--- config.mk ---
export PLATFORM = sky130hd
export DESIGN_NAME = pc_sequencer
export DESIGN_NICKNAME = d
export VERILOG_FILES = /design/src/rtl/pc_sequencer.sv
export SDC_FILE = /design/constraint.sdc
export NUM_CORES = 1
export LEC_CHECK = 0
export BUFFER_PORTS_ARGS = -buffer_cell sky130_fd_sc_hd__buf_2
export CORE_AREA = 2 2 60 62
export CTS_CLUSTER_SIZE = 12
export DETAILED_ROUTE_END_ITERATION = 10
export DIE_AREA = 0 0 62 64
export GPL_TIMING_DRIVEN = 0
export PLACE_DENSITY = 0.81
export SYNTH_ARGS = -nofsm -noshare
export SYNTH_HDL_FRONTEND = slang
export SYNTH_SLANG_ARGS = --single-unit
export TNS_END_PERCENT = 1
--- constraint.sdc ---
create_clock -name clk -period 3.9 [get_ports clk]
set_clock_uncertainty 0.05 [all_clocks]
set_input_delay 0.78 -clock clk [delete_from_list [all_inputs] [get_ports clk]]
set_output_delay 0.78 -clock clk [all_outputs]
set_load 0.005 [all_outputs]
--- src/rtl/pc_sequencer.sv ---
// pc_sequencer: registered program counter with increment, relative branch, absolute jump,
// hold and a bounded call/return stack.
//   clk, rst_n        clock and synchronous active-low reset
//   en                advance enable; 0 holds all state and clears wrap
//   op, operand       operation (INC/BRANCH/JUMP/CALL/RET/HOLD) and its offset or target
//   pc, wrap          registered program counter and one-cycle wrap-around pulse
//   stack_empty/full  return stack occupancy flags
//   err               sticky stack overflow/underflow flag
module pc_sequencer #(
    parameter int WIDTH       = 6,
    parameter int STEP        = 1,
    parameter int RESET_PC    = 0,
    parameter int STACK_DEPTH = 4
) (
    input  logic             clk,
    input  logic             rst_n,
    input  logic             en,
    input  logic [2:0]       op,
    input  logic [WIDTH-1:0] operand,
    output logic [WIDTH-1:0] pc,
    output logic             wrap,
    output logic             stack_empty,
    output logic             stack_full,
    output logic             err
);
    localparam int DW = $clog2(STACK_DEPTH + 1);
    localparam int AW = STACK_DEPTH > 1 ? $clog2(STACK_DEPTH) : 1;
    localparam logic [2:0] OP_INC = 3'd0, OP_BRANCH = 3'd1, OP_JUMP = 3'd2, OP_CALL = 3'd3, OP_RET = 3'd4;

    logic [DW-1:0]    depth;
    logic [WIDTH-1:0] stack [2**AW];
    logic [WIDTH:0]   inc_sum;
    logic [WIDTH:0]   br_sum;
    logic [AW-1:0]    push_idx;
    logic [AW-1:0]    top_idx;

    // Carry out of the top bit of inc_sum is the unsigned wrap.
    assign inc_sum = {1'b0, pc} + (WIDTH+1)'(STEP);
    // One extra bit of the signed sum: bit WIDTH is set exactly when the
    // true result falls below 0 or above 2^WIDTH-1.
    assign br_sum = {1'b0, pc} + {operand[WIDTH-1], operand};
    assign push_idx = AW'(depth);
    assign top_idx = AW'(depth) - AW'(1);
    assign stack_empty = depth == '0;
    assign stack_full = depth == DW'(STACK_DEPTH);

    always_ff @(posedge clk) begin
        if (!rst_n) begin
            pc    <= WIDTH'(RESET_PC);
            wrap  <= 1'b0;
            depth <= '0;
            err   <= 1'b0;
        end else if (!en) begin
            wrap <= 1'b0;
        end else begin
            case (op)
                OP_INC: {wrap, pc} <= inc_sum;
                OP_BRANCH: {wrap, pc} <= br_sum;
                OP_JUMP: begin
                    pc   <= operand;
                    wrap <= 1'b0;
                end
                OP_CALL: begin
                    if (stack_full) begin
                        {wrap, pc} <= inc_sum;
                        err        <= 1'b1;
                    end else begin
                        stack[push_idx] <= inc_sum[WIDTH-1:0];
                        pc              <= operand;
                        wrap            <= 1'b0;
                        depth           <= depth + DW'(1);
                    end
                end
                OP_RET: begin
                    if (stack_empty) begin
                        {wrap, pc} <= inc_sum;
                        err        <= 1'b1;
                    end else begin
                        pc    <= stack[top_idx];
                        wrap  <= 1'b0;
                        depth <= depth - DW'(1);
                    end
                end
                default: wrap <= 1'b0;
            endcase
        end
    end
endmodule
==> results of run 1 <==
## synthesized netlist by cell type, drive strengths merged, types with 5 or more instances
| library cell | count | share of area, % |
|---|---|---|
| ha | 11 | 6.9 |
| dfxtp | 11 | 11 |
| mux4 | 6 | 7.6 |
| and2 | 7 | 2.3 |
| o21ai | 13 | 3.3 |
| a21oi | 8 | 2.0 |
| nand2 | 11 | 2.1 |
| xnor2 | 5 | 2.2 |
| a221oi | 5 | 2.2 |
| inv | 9 | 1.7 |
| nor2 | 7 | 1.7 |
| edfxtp | 24 | 36 |
## area by class of cell
type	count	area, um^2
multi-input combinational	118	968
clock buffer	5	37.5
timing repair buffer	21	105
buffer	6	37.5
clock inverter	3	43.8
tap	46	57.6
sequential	35	941
inverter	9	33.8
fill	260	1060
## metrics by stage
| step | worst slack (ns) | instances | instance area [um^2] | hold WS (ns) | power [W] |
|---|---|---|---|---|---|
| after floorplan | 1.54 | 168 | 1980 | 0.414 | 0.000515 |
| after global placement | 1.34 | 235 | 2140 | 0.392 | 0.000551 |
| after detailed placement | 1.32 | 235 | 2140 | 0.400 | 0.000557 |
| after CTS | 1.40 | 243 | 2220 | 0.425 | 0.000814 |
| after global routing | 1.33 | 243 | 2220 | 0.444 | 0.000852 |
| final | 1.41 | 243 | 2220 | 0.423 | 0.000809 |
## metal layers
| layer | up-vias | wire length [um] | GRT usage (%) |
|---|---|---|---|
| li1 | 694 | - | - |
| met1 | 687 | 1750 | 30.9 |
| met2 | 35 | 1900 | 35.9 |
| met3 | 7 | 168 | 6.07 |
| met4 | 0 | 70 | 7.98 |
| met5 | - | 0 | 0 |
## worst max-delay path by stage
| stage | startpoint | endpoint | slack, ns | cells past startpoint |
|---|---|---|---|---|
| 6_report | depth[0] | stack_full | 1.41 | 5 |
| 5_1_grt | depth[0] | stack_full | 1.33 | 5 |
| 4_1_cts | depth[0] | stack_full | 1.40 | 5 |
| 3_5_place_dp | op[0] | depth[2] | 1.32 | 8 |
| 3_3_place_gp | op[0] | depth[2] | 1.34 | 8 |
| 2_1_floorplan | op[0] | depth[2] | 1.54 | 7 |
## registers in the layout, indices dropped and copies added, names as in the netlist
name / count
stack: 24
pc: 6
depth: 3
err: 1
wrap: 1
## where the power goes
part / internal (W) / switching, W / leakage [nW] / total [W]
Sequential: 0.000408 / 0.0000106 / 0.309 / 0.000418
Combinational: 0.0000590 / 0.0000723 / 0.519 / 0.000131
Clock: 0.000135 / 0.000124 / 0.0452 / 0.000259
Total: 0.000602 / 0.000207 / 0.873 / 0.000809
## critical path: cells and delay by family, from the launching register on
family | cells | cell delay (ns)
flops | 1 | 0.40
fa+ha+maj | 1 | 0.27
buf+inv | 3 | 0.41
simple gates | 1 | 0.24
## cells by family after synthesis
logic type / count (synthesis)
compound gates: 44
xor+xnor: 8
fa+ha+maj: 13
buf+inv: 15
flops: 35
mux: 6
simple gates: 47
==> results.md, run 1 <==
* Status: finished clean
* Via total after detailed routing at roughly 1400
* Required time of the critical path at 3.07 ns
* Complex-gate fraction of the synthesized area at between 15 and 20%
* #FFs+latches synth at 35
* Achievable clock frequency at 401 MHz
* Tot GR Track Use at 23.1%
* Minimum clock period after layout at 2.49 ns
* Final worst-path cycle share at 63.9%
* Crit end category: output pin
* Detailed Place HPWL at slightly below 3000 um
* Pwr/cell area at about 360 nW/um^2
* Post-synth EDFFs at 24
* Post-detailed-routing wire length at 3890 um
* Ant. Diodes at 0
* Initial core utilization at 60.3%
* Longest individual stage delay on the worst path at 0.40 ns
* Wire length of the first global-routing pass at between 6000 and 7000 um
* R2R Path Start: depth[0]
* Clock-pin slew on the worst setup and hold paths at roughly 0.10 ns
* Cells along the critical path: buf_6 > inv_1 > ha_1 > and2_2 > buf_2
* Largest family of logic cells by synthesized area: compound AO/OA/AOI/OAI gates
* Total count of hold-check failures in the final report at 0
* Total setup buffers inserted after CTS at 0
* Grt total ovfl at 0
* Placer congestion estimate at 0.817
* Launch instance of the worst min-delay path: err
* Fin Setup TNS at 0 ns
* Finished Core Util at between 60 and 70%
* Cell count after synthesis at 168
* I/O pin count at 22
* Leading register cell type out of synthesis: sky130_fd_sc_hd__edfxtp_1
* Post-detailed-route wirelength per cell at 16.0 um
* Setup Viol. Count Final at 0
* Leakage power figure at 0.873 nW
* Maximum count of clock buffers along a single path at 2
* Peak supply drop at 0.000445 V
* Y dimension of the die at 64 um
* Post-Syn Area at 1980 um^2
* Standard cell core area at about 3300 um^2
* Root buffer selected by CTS: sky130_fd_sc_hd__clkbuf_4
* Post-synthesis share of cell area spent on and, or, nand and nor gates at 13.8%
* Endpoint of the worst register-to-register path: stack[0][0]
* Net count reported at finish at 221
* Cell variety after synth at 51
* Clock tree sinks at 35
* Critical Path Source Type: flip-flop
* Number of resized instances in the post-cts repair step at 0
* Number of warnings issued by yosys at 0
* Floorplan die width at roughly 62 um
* Multiplexer share of the synthesized area at 7.58%
* Max capacitance violation total at 0
* Transition time of the tightest slew-check pin at approximately 0.6 ns
* Number of instances on the worst hold path at 1
* Class of the tightest hold or removal check: flip-flop to flip-flop
* Setup repair after global routing missed its margin: false
* Clk_lat worst skew at between 0.3 and 0.4 ns
* Kind of critical path: flip-flop to output pin
* Die outline area at 3970 um^2
* Leading cell type in the layout, fill and taps excluded: sky130_fd_sc_hd__edfxtp_1
* Fraction of the yosys area taken by sequential cells at 47.5%
* Share of synthesized flip-flops with an asynchronous set or reset at 0%
* XOR/XNOR share of the synthesized area at 3.54%
* Synth-to-layout area growth at 12.3%
* Hold bufs inserted after CTS at 0
* Initial drt markers at 118
* Total clock buffers created by CTS at 5
* Pin count of the biggest net entering global routing at 13
* Average via count per standard cell at 5.86
* Fraction of final layout cells sized beyond drive strength 1 at 21.3%
* Drt first pass iters at 4
* Via count of the first global-routing pass at about 1400
* Slew Limit Headroom at 60.1%
* Depth of the CTS H-tree at 2
* Highest-count cells in the layout ignoring fill and taps: 24 x sky130_fd_sc_hd__edfxtp_1, 23 x sky130_fd_sc_hd__buf_2, 12 x sky130_fd_sc_hd__o21ai_0
* Synth Area per Inst at 11.8 um^2
* Initial antenna violation count at 0
* Std-Cell Rows at 21
* Final Max Slew Viols at 0
* R2R setup slack at 1.57 ns
* Buffers on Ports at 21
* Arrival time of data at the critical path endpoint at ~1.7 ns
* Crit-path slowest cell: sky130_fd_sc_hd__dfxtp_1
* Critical path peak fanout at 7
* End point of the worst hold path: err
* Arithmetic-cell share of the synthesized area counting full adders, half adders and majority gates at about 9%
* Path depth of the worst reg2reg path at 6
* Post-synthesis net count at slightly below 200
* Routed Antenna Nets at 0
* CTS tree: done
* DRC viols at 0
(Power assumes the default switching activity.)
==> run 2: changes to the inputs <==
CORE_AREA = 2 2 62 64   (was 2 2 60 62)
DIE_AREA = 0 0 64 66   (was 0 0 62 64)
PLACE_DENSITY = 0.77   (was 0.81)
clock period = 2.5 ns   (was 3.9 ns; I/O delays follow)
==> run 2 against run 1 <==
Critical path type is now flip-flop to flip-flop; final area is 1.2% higher; critical path depth increased by 1; hold slack better by 0.011 ns; final cell count is 0.82% higher; critical endpoint is now stack[0][1]; non-clock buffer count unchanged.
==> results.md, run 2 (synthesis gave the netlist of run 1 again) <==
* Via total after detailed routing at 1436
* Die outline area at roughly 4200 um^2
* Wire length of the first global-routing pass at around 6700 um
* Grt total ovfl at 0
* DRC viols at 0
* Maximum count of clock buffers along a single path at 2
* Routing layer with the top usage in global route: met2
* Critical Path Source Type: flip-flop
* Kind of critical path: flip-flop to flip-flop
* Initial drt markers at 169
* Clk_lat worst skew at 0.33 ns
* Achievable clock frequency at 432 MHz
* Final worst-path cycle share at 92.5%
* Final Max Slew Viols at 0
* Net count reported at finish at about 220
* Crit-path slowest cell: sky130_fd_sc_hd__dfxtp_1
* Drt first pass iters at 4
* Pin count of the biggest net entering global routing at 13
* Class of the tightest hold or removal check: flip-flop to flip-flop
* Total buffers and inverters traversed by the critical path at 2
* Placer congestion estimate at 0.861
* M3 GR Usage at under 10%
* Depth of the CTS H-tree at 2
* I/O pin count at 22
* Met2 track demand over resource at 37.5%
* Post-detailed-route wirelength per cell at 16.5 um
* Required time of the critical path at between 2 and 2.5 ns
* Y dimension of the die at 66 um
* Cells along the critical path: buf_6 > inv_1 > ha_1 > and2_2 > nor3_1 > and2_1
* Crit end category: flip-flop
* Std-Cell Rows at 22
* Via count of the first global-routing pass at 1365
* Transition time of the tightest slew-check pin at 0.672 ns
* Routed Antenna Nets at 0
* Max reg flops at 24
* Clock tree sinks at 35
* CTS tree: done
* Longest individual stage delay on the worst path at 0.40 ns
* Fin Setup TNS at 0 ns
* Setup repair after global routing missed its margin: false
* Total count of hold-check failures in the final report at 0
* GR met1 Demand/Resource at 26.6%
* Setup Viol. Count Final at 0
* Total setup buffers inserted after CTS at 0
* Gate family responsible for the most delay along the worst path: simple AND/OR/NAND/NOR gates
* Clock-pin slew on the worst setup and hold paths at 0.11 ns
* Fraction of final layout cells sized beyond drive strength 1 at 21.3%
* Arrival time of data at the critical path endpoint at 2.27 ns
* Hold bufs inserted after CTS at 0
* Status: finished clean
* Max capacitance violation total at 0
* Slew Limit Headroom at 55.2%
* Minimum clock period after layout at about 2.3 ns
* Finished Core Util at 63.4%
* Average via count per standard cell at just under 6
* Initial core utilization at 55.8%
* Most flops, register: stack
* Post-detailed-routing wire length at 4050 um
* Number of resized instances in the post-cts repair step at 0
* Synth-to-layout area growth at 13.6%
* Root buffer selected by CTS: sky130_fd_sc_hd__clkbuf_4
* Critical path peak fanout at 7
* Highest-count cells in the layout ignoring fill and taps: 24 x sky130_fd_sc_hd__edfxtp_1, 23 x sky130_fd_sc_hd__buf_2, 12 x sky130_fd_sc_hd__o21ai_0
* Total clock buffers created by CTS at 5
* Leading cell type in the layout, fill and taps excluded: sky130_fd_sc_hd__edfxtp_1
* Detailed Place HPWL at 3080 um
* Pwr/cell area at about 600 nW/um^2
* Registers with the most flip-flops: stack: 24 flops, pc: 6 flops, depth: 3 flops
* Floorplan die width at 64 um
* Standard cell core area at between 3000 and 4000 um^2
* Tot GR Track Use at between 20% and 30%
* Initial antenna violation count at 0
* Ant. Diodes at 0
* Leakage power figure at 0.879 nW
* Buffers on Ports at 21
* Peak supply drop at 0.000619 V
[run 2: cell count changes in the layout (fill, tap and decap cells not counted)]
cell                         delta
sky130_fd_sc_hd__bufinv_16      +1
sky130_fd_sc_hd__clkinv_2       -1
sky130_fd_sc_hd__clkinv_4       -1
sky130_fd_sc_hd__clkinvlp_4     +1
[run 2: cell type report]
class	instances	area [um^2]
inverters	9	33.8
well taps	48	60.1
repair buffers	21	105
clock buffers	5	37.5
clock inverters	3	67.6
plain buffers	6	37.5
fillers	273	1300
multi-input cells	118	968
flip-flops and latches	35	941
[run 2: per-layer routing]
layer  wire length, um  up-vias
li1                  -      696
met1              1800      692
met2              2040       46
met3               192        2
met4                20        0
met5                 0        -
[run 2: path summary, 6_finish.rpt]
check | from | to | slack [ns] | depth (start not counted)
setup / recovery | depth[0] | stack[0][1] | 0.19 | 6
setup reg to reg | depth[0] | stack[0][1] | 0.19 | 6
hold / removal | err | err | 0.43 | 1
hold reg to reg | err | err | 0.43 | 1
[run 2: per-stage QoR]
step                hold WS [ns]  total power (W)  setup WS (ns)  cells  area [um^2]
detailed placement         0.402         0.000869          0.154    237         2150
finish                     0.434          0.00136          0.188    245         2250
global placement           0.396         0.000860          0.205    237         2150
floorplan                  0.414         0.000804          0.424    168         1980
global route               0.420          0.00143         0.0213    245         2250
CTS                        0.419          0.00138          0.177    245         2250
[run 2: power breakdown]
group	total, W	internal [W]	leakage (nW)	switching, W
registers	0.000652	0.000636	0.309	0.0000160
clock network	0.000505	0.000311	0.0514	0.000194
logic	0.000206	0.0000920	0.519	0.000114
total	0.00136	0.00104	0.879	0.000325
